[config.mk]
export PLATFORM = sky130hd
export DESIGN_NAME = board_input_conditioner
export DESIGN_NICKNAME = d
export VERILOG_FILES = /design/src/rtl/board_io_pkg.sv /design/src/rtl/board_key_channel.sv /design/src/rtl/board_input_conditioner.sv
export SDC_FILE = /design/constraint.sdc
export NUM_CORES = 1
export LEC_CHECK = 0
export BUFFER_PORTS_ARGS = -buffer_cell sky130_fd_sc_hd__buf_2
export CAP_MARGIN = 20
export CORE_MARGIN = 4
export CORE_UTILIZATION = 50
export CTS_CLUSTER_SIZE = 25
export DETAILED_ROUTE_END_ITERATION = 16
export PLACE_DENSITY = 0.66
export SLEW_MARGIN = 20
export SYNTH_ARGS = -nofsm -noshare
export SYNTH_HDL_FRONTEND = slang
export SYNTH_SLANG_ARGS = --single-unit
[constraint.sdc]
create_clock -name clk -period 14.7 [get_ports clk]
set_clock_uncertainty 0.15 [all_clocks]
set_input_delay 2.94 -clock clk [delete_from_list [all_inputs] [get_ports clk]]
set_output_delay 2.94 -clock clk [all_outputs]
set_load 0.1 [all_outputs]
[src/rtl/board_io_pkg.sv]
`default_nettype none
// ============================================================================
//  Module      : board_io_pkg
//  Description : Shared types and helpers for the board input conditioner.
//                - key_state_e : per-key press state (RELEASED/HELD/LONG)
//                - cnt_width() : width of a counter that must reach a value
//                                without wrapping
//  Revision    : 1.0  initial release
// ============================================================================
package board_io_pkg;

  typedef enum logic [1:0] {
    KEY_RELEASED = 2'd0,
    KEY_HELD     = 2'd1,
    KEY_LONG     = 2'd2
  } key_state_e;

  // Bits needed to hold 0..max_val; never narrower than one bit.
  function automatic int cnt_width(input int max_val);
    int r;
    r = $clog2(max_val + 1);
    if (r < 1) r = 1;
    return r;
  endfunction

endpackage
`default_nettype wire

[src/rtl/board_key_channel.sv]
`default_nettype none
// ============================================================================
//  Module      : board_key_channel
//  Description : One key channel: 2-flop synchroniser, optional inversion,
//                debouncer, RELEASED/HELD/LONG state machine and pulses.
//                Build option BOARD_INPUT_REPEAT_EN adds auto-repeat pulses
//                while the key sits in LONG; otherwise key_repeat_o is 0.
//  Ports       : clk, reset (async, active-high)
//                key_i          raw asynchronous key
//                key_level_o    debounced active-high level
//                key_press_o    1-cycle pulse on debounced rise
//                key_release_o  1-cycle pulse on debounced fall
//                key_long_o     1-cycle pulse on HELD->LONG
//                key_repeat_o   1-cycle auto-repeat pulse
//  Revision    : 1.0  initial release
// ============================================================================
module board_key_channel
  import board_io_pkg::*;
#(
  parameter int active_low      = 1,
  parameter int debounce_cycles = 50000,
  parameter int long_cycles     = 25000000,
  parameter int repeat_cycles   = 5000000
) (
  input  logic clk,
  input  logic reset,
  input  logic key_i,
  output logic key_level_o,
  output logic key_press_o,
  output logic key_release_o,
  output logic key_long_o,
  output logic key_repeat_o
);

  localparam logic INV  = (active_low != 0);
  localparam int   DB_W = cnt_width(debounce_cycles);
  localparam int   HL_W = cnt_width(long_cycles);
  localparam logic [DB_W-1:0] DB_LAST = DB_W'(debounce_cycles - 1);
  localparam logic [HL_W-1:0] HL_LAST = HL_W'(long_cycles - 1);

  logic            meta_q, sync_q;
  logic            level_q, level_d;
  logic [DB_W-1:0] db_q, db_d;
  logic [HL_W-1:0] hold_q, hold_d;
  key_state_e      state_q, state_d;
  logic            press_q, press_d;
  logic            release_q, release_d;
  logic            long_q, long_d;
  logic            key_act;

  assign key_act = INV ? ~sync_q : sync_q;

  always_comb begin
    level_d   = level_q;
    db_d      = db_q;
    hold_d    = hold_q;
    state_d   = state_q;
    press_d   = 1'b0;
    release_d = 1'b0;
    long_d    = 1'b0;

    if (key_act == level_q) begin
      db_d = '0;
    end else if (db_q == DB_LAST) begin
      db_d      = '0;
      level_d   = ~level_q;
      press_d   = ~level_q;
      release_d = level_q;
    end else begin
      db_d = db_q + DB_W'(1);
    end

    case (state_q)
      KEY_RELEASED: begin
        if (press_d) begin
          state_d = KEY_HELD;
          hold_d  = '0;
        end
      end
      KEY_HELD: begin
        // A fall in the threshold cycle takes priority over the long pulse.
        if (release_d) begin
          state_d = KEY_RELEASED;
        end else if (hold_q == HL_LAST) begin
          state_d = KEY_LONG;
          hold_d  = hold_q + HL_W'(1);
          long_d  = 1'b1;
        end else begin
          hold_d = hold_q + HL_W'(1);
        end
      end
      KEY_LONG: begin
        if (release_d) state_d = KEY_RELEASED;
      end
      default: state_d = KEY_RELEASED;
    endcase
  end

  always_ff @(posedge clk or posedge reset) begin
    if (reset) begin
      // Synchroniser resets to the idle level so no press follows reset.
      meta_q    <= INV;
      sync_q    <= INV;
      level_q   <= 1'b0;
      db_q      <= '0;
      hold_q    <= '0;
      state_q   <= KEY_RELEASED;
      press_q   <= 1'b0;
      release_q <= 1'b0;
      long_q    <= 1'b0;
    end else begin
      meta_q    <= key_i;
      sync_q    <= meta_q;
      level_q   <= level_d;
      db_q      <= db_d;
      hold_q    <= hold_d;
      state_q   <= state_d;
      press_q   <= press_d;
      release_q <= release_d;
      long_q    <= long_d;
    end
  end

  assign key_level_o   = level_q;
  assign key_press_o   = press_q;
  assign key_release_o = release_q;
  assign key_long_o    = long_q;

`ifdef BOARD_INPUT_REPEAT_EN
  localparam int RP_W = cnt_width(repeat_cycles);
  localparam logic [RP_W-1:0] RP_LAST = RP_W'(repeat_cycles - 1);

  logic [RP_W-1:0] rep_q, rep_d;
  logic            rep_pulse_q, rep_pulse_d;

  // Repeat phase restarts on LONG entry; only runs while staying in LONG.
  always_comb begin
    rep_d       = rep_q;
    rep_pulse_d = 1'b0;
    if (state_q == KEY_HELD && state_d == KEY_LONG) begin
      rep_d = '0;
    end else if (state_q == KEY_LONG && state_d == KEY_LONG) begin
      if (rep_q == RP_LAST) begin
        rep_d       = '0;
        rep_pulse_d = 1'b1;
      end else begin
        rep_d = rep_q + RP_W'(1);
      end
    end
  end

  always_ff @(posedge clk or posedge reset) begin
    if (reset) begin
      rep_q       <= '0;
      rep_pulse_q <= 1'b0;
    end else begin
      rep_q       <= rep_d;
      rep_pulse_q <= rep_pulse_d;
    end
  end

  assign key_repeat_o = rep_pulse_q;
`else
  logic unused_repeat_cfg;
  assign unused_repeat_cfg = ^repeat_cycles;
  assign key_repeat_o      = 1'b0;
`endif

endmodule
`default_nettype wire

[src/rtl/board_input_conditioner.sv]
`default_nettype none
// ============================================================================
//  Module      : board_input_conditioner
//  Description : w debounced key channels with press/release/long/repeat
//                pulses, plus PLL-lock synchroniser and reset stretcher.
//                Build option BOARD_INPUT_REPEAT_EN enables key_repeat.
//  Ports       : clk, reset (async, active-high)
//                key_in[w]      raw asynchronous keys
//                pll_locked     raw asynchronous PLL lock
//                key_level[w]   debounced active-high levels
//                key_press[w], key_release[w], key_long[w], key_repeat[w]
//                               one-cycle event pulses
//                reset_out      active-high reset for user logic
//  Revision    : 1.0  initial release
// ============================================================================
module board_input_conditioner
  import board_io_pkg::*;
#(
  parameter int w               = 4,
  parameter int active_low      = 1,
  parameter int debounce_cycles = 50000,
  parameter int long_cycles     = 25000000,
  parameter int repeat_cycles   = 5000000,
  parameter int rst_stretch     = 16
) (
  input  logic         clk,
  input  logic         reset,
  input  logic [w-1:0] key_in,
  input  logic         pll_locked,
  output logic [w-1:0] key_level,
  output logic [w-1:0] key_press,
  output logic [w-1:0] key_release,
  output logic [w-1:0] key_long,
  output logic [w-1:0] key_repeat,
  output logic         reset_out
);

  for (genvar i = 0; i < w; i++) begin : g_chan
    board_key_channel #(
      .active_low      (active_low),
      .debounce_cycles (debounce_cycles),
      .long_cycles     (long_cycles),
      .repeat_cycles   (repeat_cycles)
    ) u_chan (
      .clk           (clk),
      .reset         (reset),
      .key_i         (key_in[i]),
      .key_level_o   (key_level[i]),
      .key_press_o   (key_press[i]),
      .key_release_o (key_release[i]),
      .key_long_o    (key_long[i]),
      .key_repeat_o  (key_repeat[i])
    );
  end

  localparam int ST_W = cnt_width(rst_stretch);
  localparam logic [ST_W-1:0] ST_MAX = ST_W'(rst_stretch);

  logic            lock_meta_q, lock_sync_q;
  logic [ST_W-1:0] stretch_q, stretch_d;
  logic            reset_out_q, reset_out_d;

  // Stretch counter saturates at rst_stretch; any lock loss restarts it.
  always_comb begin
    stretch_d = stretch_q;
    if (!lock_sync_q) begin
      stretch_d = '0;
    end else if (stretch_q != ST_MAX) begin
      stretch_d = stretch_q + ST_W'(1);
    end
    reset_out_d = !lock_sync_q || (stretch_d != ST_MAX);
  end

  always_ff @(posedge clk or posedge reset) begin
    if (reset) begin
      lock_meta_q <= 1'b0;
      lock_sync_q <= 1'b0;
      stretch_q   <= '0;
      reset_out_q <= 1'b1;
    end else begin
      lock_meta_q <= pll_locked;
      lock_sync_q <= lock_meta_q;
      stretch_q   <= stretch_d;
      reset_out_q <= reset_out_d;
    end
  end

  assign reset_out = reset_out_q;

endmodule
`default_nettype wire

==> summary.txt <==
CP max stage delay -> 0.51 ns
core area -> 19800 um2
largest net degree at the start of global routing -> 132
Final WS setup -> 10.19 ns
ys flop type -> dfrtp_1
# setup viols final -> 0
Fin Setup TNS -> 0 ns
Slew Limit Fails -> 0
Compound-Gate Fraction of Synth Area -> 11.8%
top-area cell type share of the netlist area -> 47.9%
Max IR drop VDD -> 0.0000770 V
cells after synthesis -> 1050
mux share of post-synthesis cell area -> 0.589%
CTS Buf Count -> 23
top cells by area, synth -> dfrtp_1 (48%), nor2_1 (4.1%), xor2_1 (3.7%), nand2_1 (3.1%), a21oi_1 (2.9%)
Fin. Hold Viols -> 0
cells along the critical path -> buf_2
switching part of the total power -> 21.2%
Worst-Margin Slew -> 0.910 ns
register bit total from synthesis -> 204
worst min path class -> reg2reg
critical path arrival -> 1.42 ns
post-synthesis sequential area ratio -> 50.2%
Synth Area in XOR/XNOR -> 6.18%
Final nets -> 1073
fmax -> 0.222 GHz
Post-route DRC -> 0
Rel. slew slack -> 39.3%
commonest cells after routing, fill and taps aside -> dfrtp_1 (195), nor2_1 (112), nand2_1 (84)
vias in the first global route -> 7389
Synth Cell Area -> 10200 um2
Max Cap Viol -> 0
dpl ws -> 9.78 ns
largest family of logic cells by synthesized area -> simple AND/OR/NAND/NOR gates
minimum clock period -> 4.51 ns
die height -> 151 um
Buf/Inv on CP -> 1
CTS Buffer Depth -> 3
Starting Density -> 51.5%
RSZ-0062 raised after global routing -> no
commonest non-fill, non-tap cell in the layout -> dfrtp_1
switching power -> 255 uW
Diodes inserted -> 0
Worst EP required -> 11.61 ns
Ports -> 28
post-synth top area cell -> dfrtp_1
yosys warns -> 0
First-pass DRT Iterations -> 5
cts hold-fix bufs -> 0
Post-CTS Setup Repair Bufs -> 0
async set-reset flop share out of synthesis -> 100%
fillcell total -> 1713
Die Area -> 22700 um2
EDFF count, synth -> 0
Post-Synth Simple-Gate Area -> 26.2%
Clock transition at path regs -> 0.06 ns
Clock Power Share -> 50.3%
cell family with most CP delay -> flip-flops
number of clock sinks -> 204
Vias -> 7710
adder-cell share of the synthesized area -> 1.23%
Slowest-stage cell, CP -> dfstp_2
H-tree Lvls -> 1
1st-iter DRT viols -> 520
CTS tree -> done
Critical Path End Type -> primary output
Tot GR Track Use -> 18.2%
crit start category -> flop
Final Cycle Share -> 30.7%
final core occ -> 56.8%
# resized after CTS -> 0
layout cells sized above 1 -> 9.98%
vias per inst -> 5.77
std cell rows -> 51
first-pass GRT wire length -> 35.1 mm
internal power -> 951 uW
Avg Inst Size Synth -> 9.71 um2
Worst Path Max Fanout -> 1
Final ANT Viol Nets -> 0
initial antenna violation count -> 0
status -> finished, final reports clean
combinational share of power -> 2.3%
Clock Latency Late Sink -> 0.51 ns
detailed placement HPWL -> 12.9 mm
grt total ovfl -> 0
R2R Setup Slk -> 11.82 ns
port buffer count -> 23
GPL Wtd Cong -> 0.785
sequential share of power -> 47.4%
routed len/inst -> 15.0 um
routed wire length -> 20.0 mm
kind of critical path -> reg2out
count of cell types in the netlist -> 66
PwrDens -> 107 nW/um2
Hold Slack -> 0.205 ns
Die X -> 151 um
Clock Tree Root -> clkbuf_16
Area Growth Syn to Fin -> 10.2%
LEAKAGE -> 0.00473 uW
-- flip-flops by register name, indices dropped and copies added, names as in the netlist --
| signal | count |
|---|---|
| g_chan.u_chan.key_long_o | 4 |
| stretch_q | 5 |
| lock_sync_q | 1 |
| g_chan.u_chan.meta_q | 4 |
| g_chan.u_chan.state_q | 8 |
| g_chan.u_chan.key_press_o | 4 |
| g_chan.u_chan.hold_q | 100 |
| g_chan.u_chan.key_release_o | 4 |
| reset_out | 1 |
| g_chan.u_chan.sync_q | 4 |
| g_chan.u_chan.db_q | 64 |
| g_chan.u_chan.key_level_o | 4 |
| lock_meta_q | 1 |
-- cell families (layout without fill, tap and decap cells) --
kind of cell	Yosys count	in the layout
other	1	4
adder cells (fa/ha/maj)	10	10
flip-flops	204	204
buffers and inverters	77	96
AO/OA/AOI/OAI	196	196
XOR/XNOR	72	72
AND/OR/NAND/NOR	484	484
multiplexers	6	6
-- metrics by stage --
step | area, um2 | power (uW) | instances
floorplan | 10200 | 603 | 1053
global placement | 10400 | 610 | 1295
detailed placement | 10400 | 611 | 1295
CTS | 11200 | 1220 | 1336
global route | 11200 | 1250 | 1337
finish | 11200 | 1210 | 1337
-- worst paths after layout --
check                                                          endpoint                          startpoint  cells past startpoint
worst min-delay path                  g_chan[3].u_chan.sync_q$_DFF_PP1_   g_chan[3].u_chan.meta_q$_DFF_PP1_                      0
max in group asynchronous            g_chan[1].u_chan.db_q[0]$_DFF_PP0_                               reset                      3
min in group asynchronous       g_chan[0].u_chan.hold_q[14]$_DFFE_PP0P_                               reset                      2
worst min register to register        g_chan[3].u_chan.sync_q$_DFF_PP1_   g_chan[3].u_chan.meta_q$_DFF_PP1_                      0
worst max-delay path                                          reset_out                 reset_out$_DFF_PP1_                      1
worst max register to register   g_chan[0].u_chan.hold_q[1]$_DFFE_PP0P_  g_chan[0].u_chan.db_q[0]$_DFF_PP0_                      6
-- metal layers --
metal	GRT usage, %	part of all wire, %	vias up
met5	0	0	-
met4	4.08	1.6	0
met3	2.45	2.8	23
met2	28.8	46	108
met1	26.9	50	3758
li1	-	-	3821
-- cells in the mapped netlist (9+ instances only) --
master	instances
nand3_1	58
nand2_1	84
o31ai_1	28
or4_1	22
buf_4	22
ha_1	10
nor4_1	14
nand4_1	37
a21oi_1	59
dfstp_2	9
nor2_1	112
and2_1	12
and3_1	28
dfrtp_1	195
inv_1	26
clkbuf_1	19
and4_1	9
xnor2_1	29
nor3_1	14
o211ai_1	21
xor2_1	43
or3_1	35
o21ai_0	57
-- cell type report --
type                    count  area [um2]  share of cell area (%)
flip-flops and latches    204        5120                    45.5
multi-input cells         772        4730                    42.0
clock buffers              31         646                    5.74
well taps                 265         332                    2.95
clock inverters            10         159                    1.41
repair buffers             29         158                    1.40
inverters                  26         105                   0.935
-- power by group through the flow --
stage / clock network, uW / logic, uW / registers (uW)
finish: 607 / 27.7 / 572
global route: 646 / 32.6 / 572
floorplan: 0 / 22.8 / 581
global placement: 0 / 28.5 / 581
CTS: 623 / 29.1 / 571
detailed placement: 0 / 29.0 / 582
-- worst reg2reg max path, cell delays in order, from the launching register on --
cell     delay [ns]
dfrtp_1        0.37
ha_1           0.23
and3_1         0.28
nand4_1        0.45
or4b_1         0.82
and3_1         0.27
a31o_2         0.21
(Power assumes the default switching activity.)
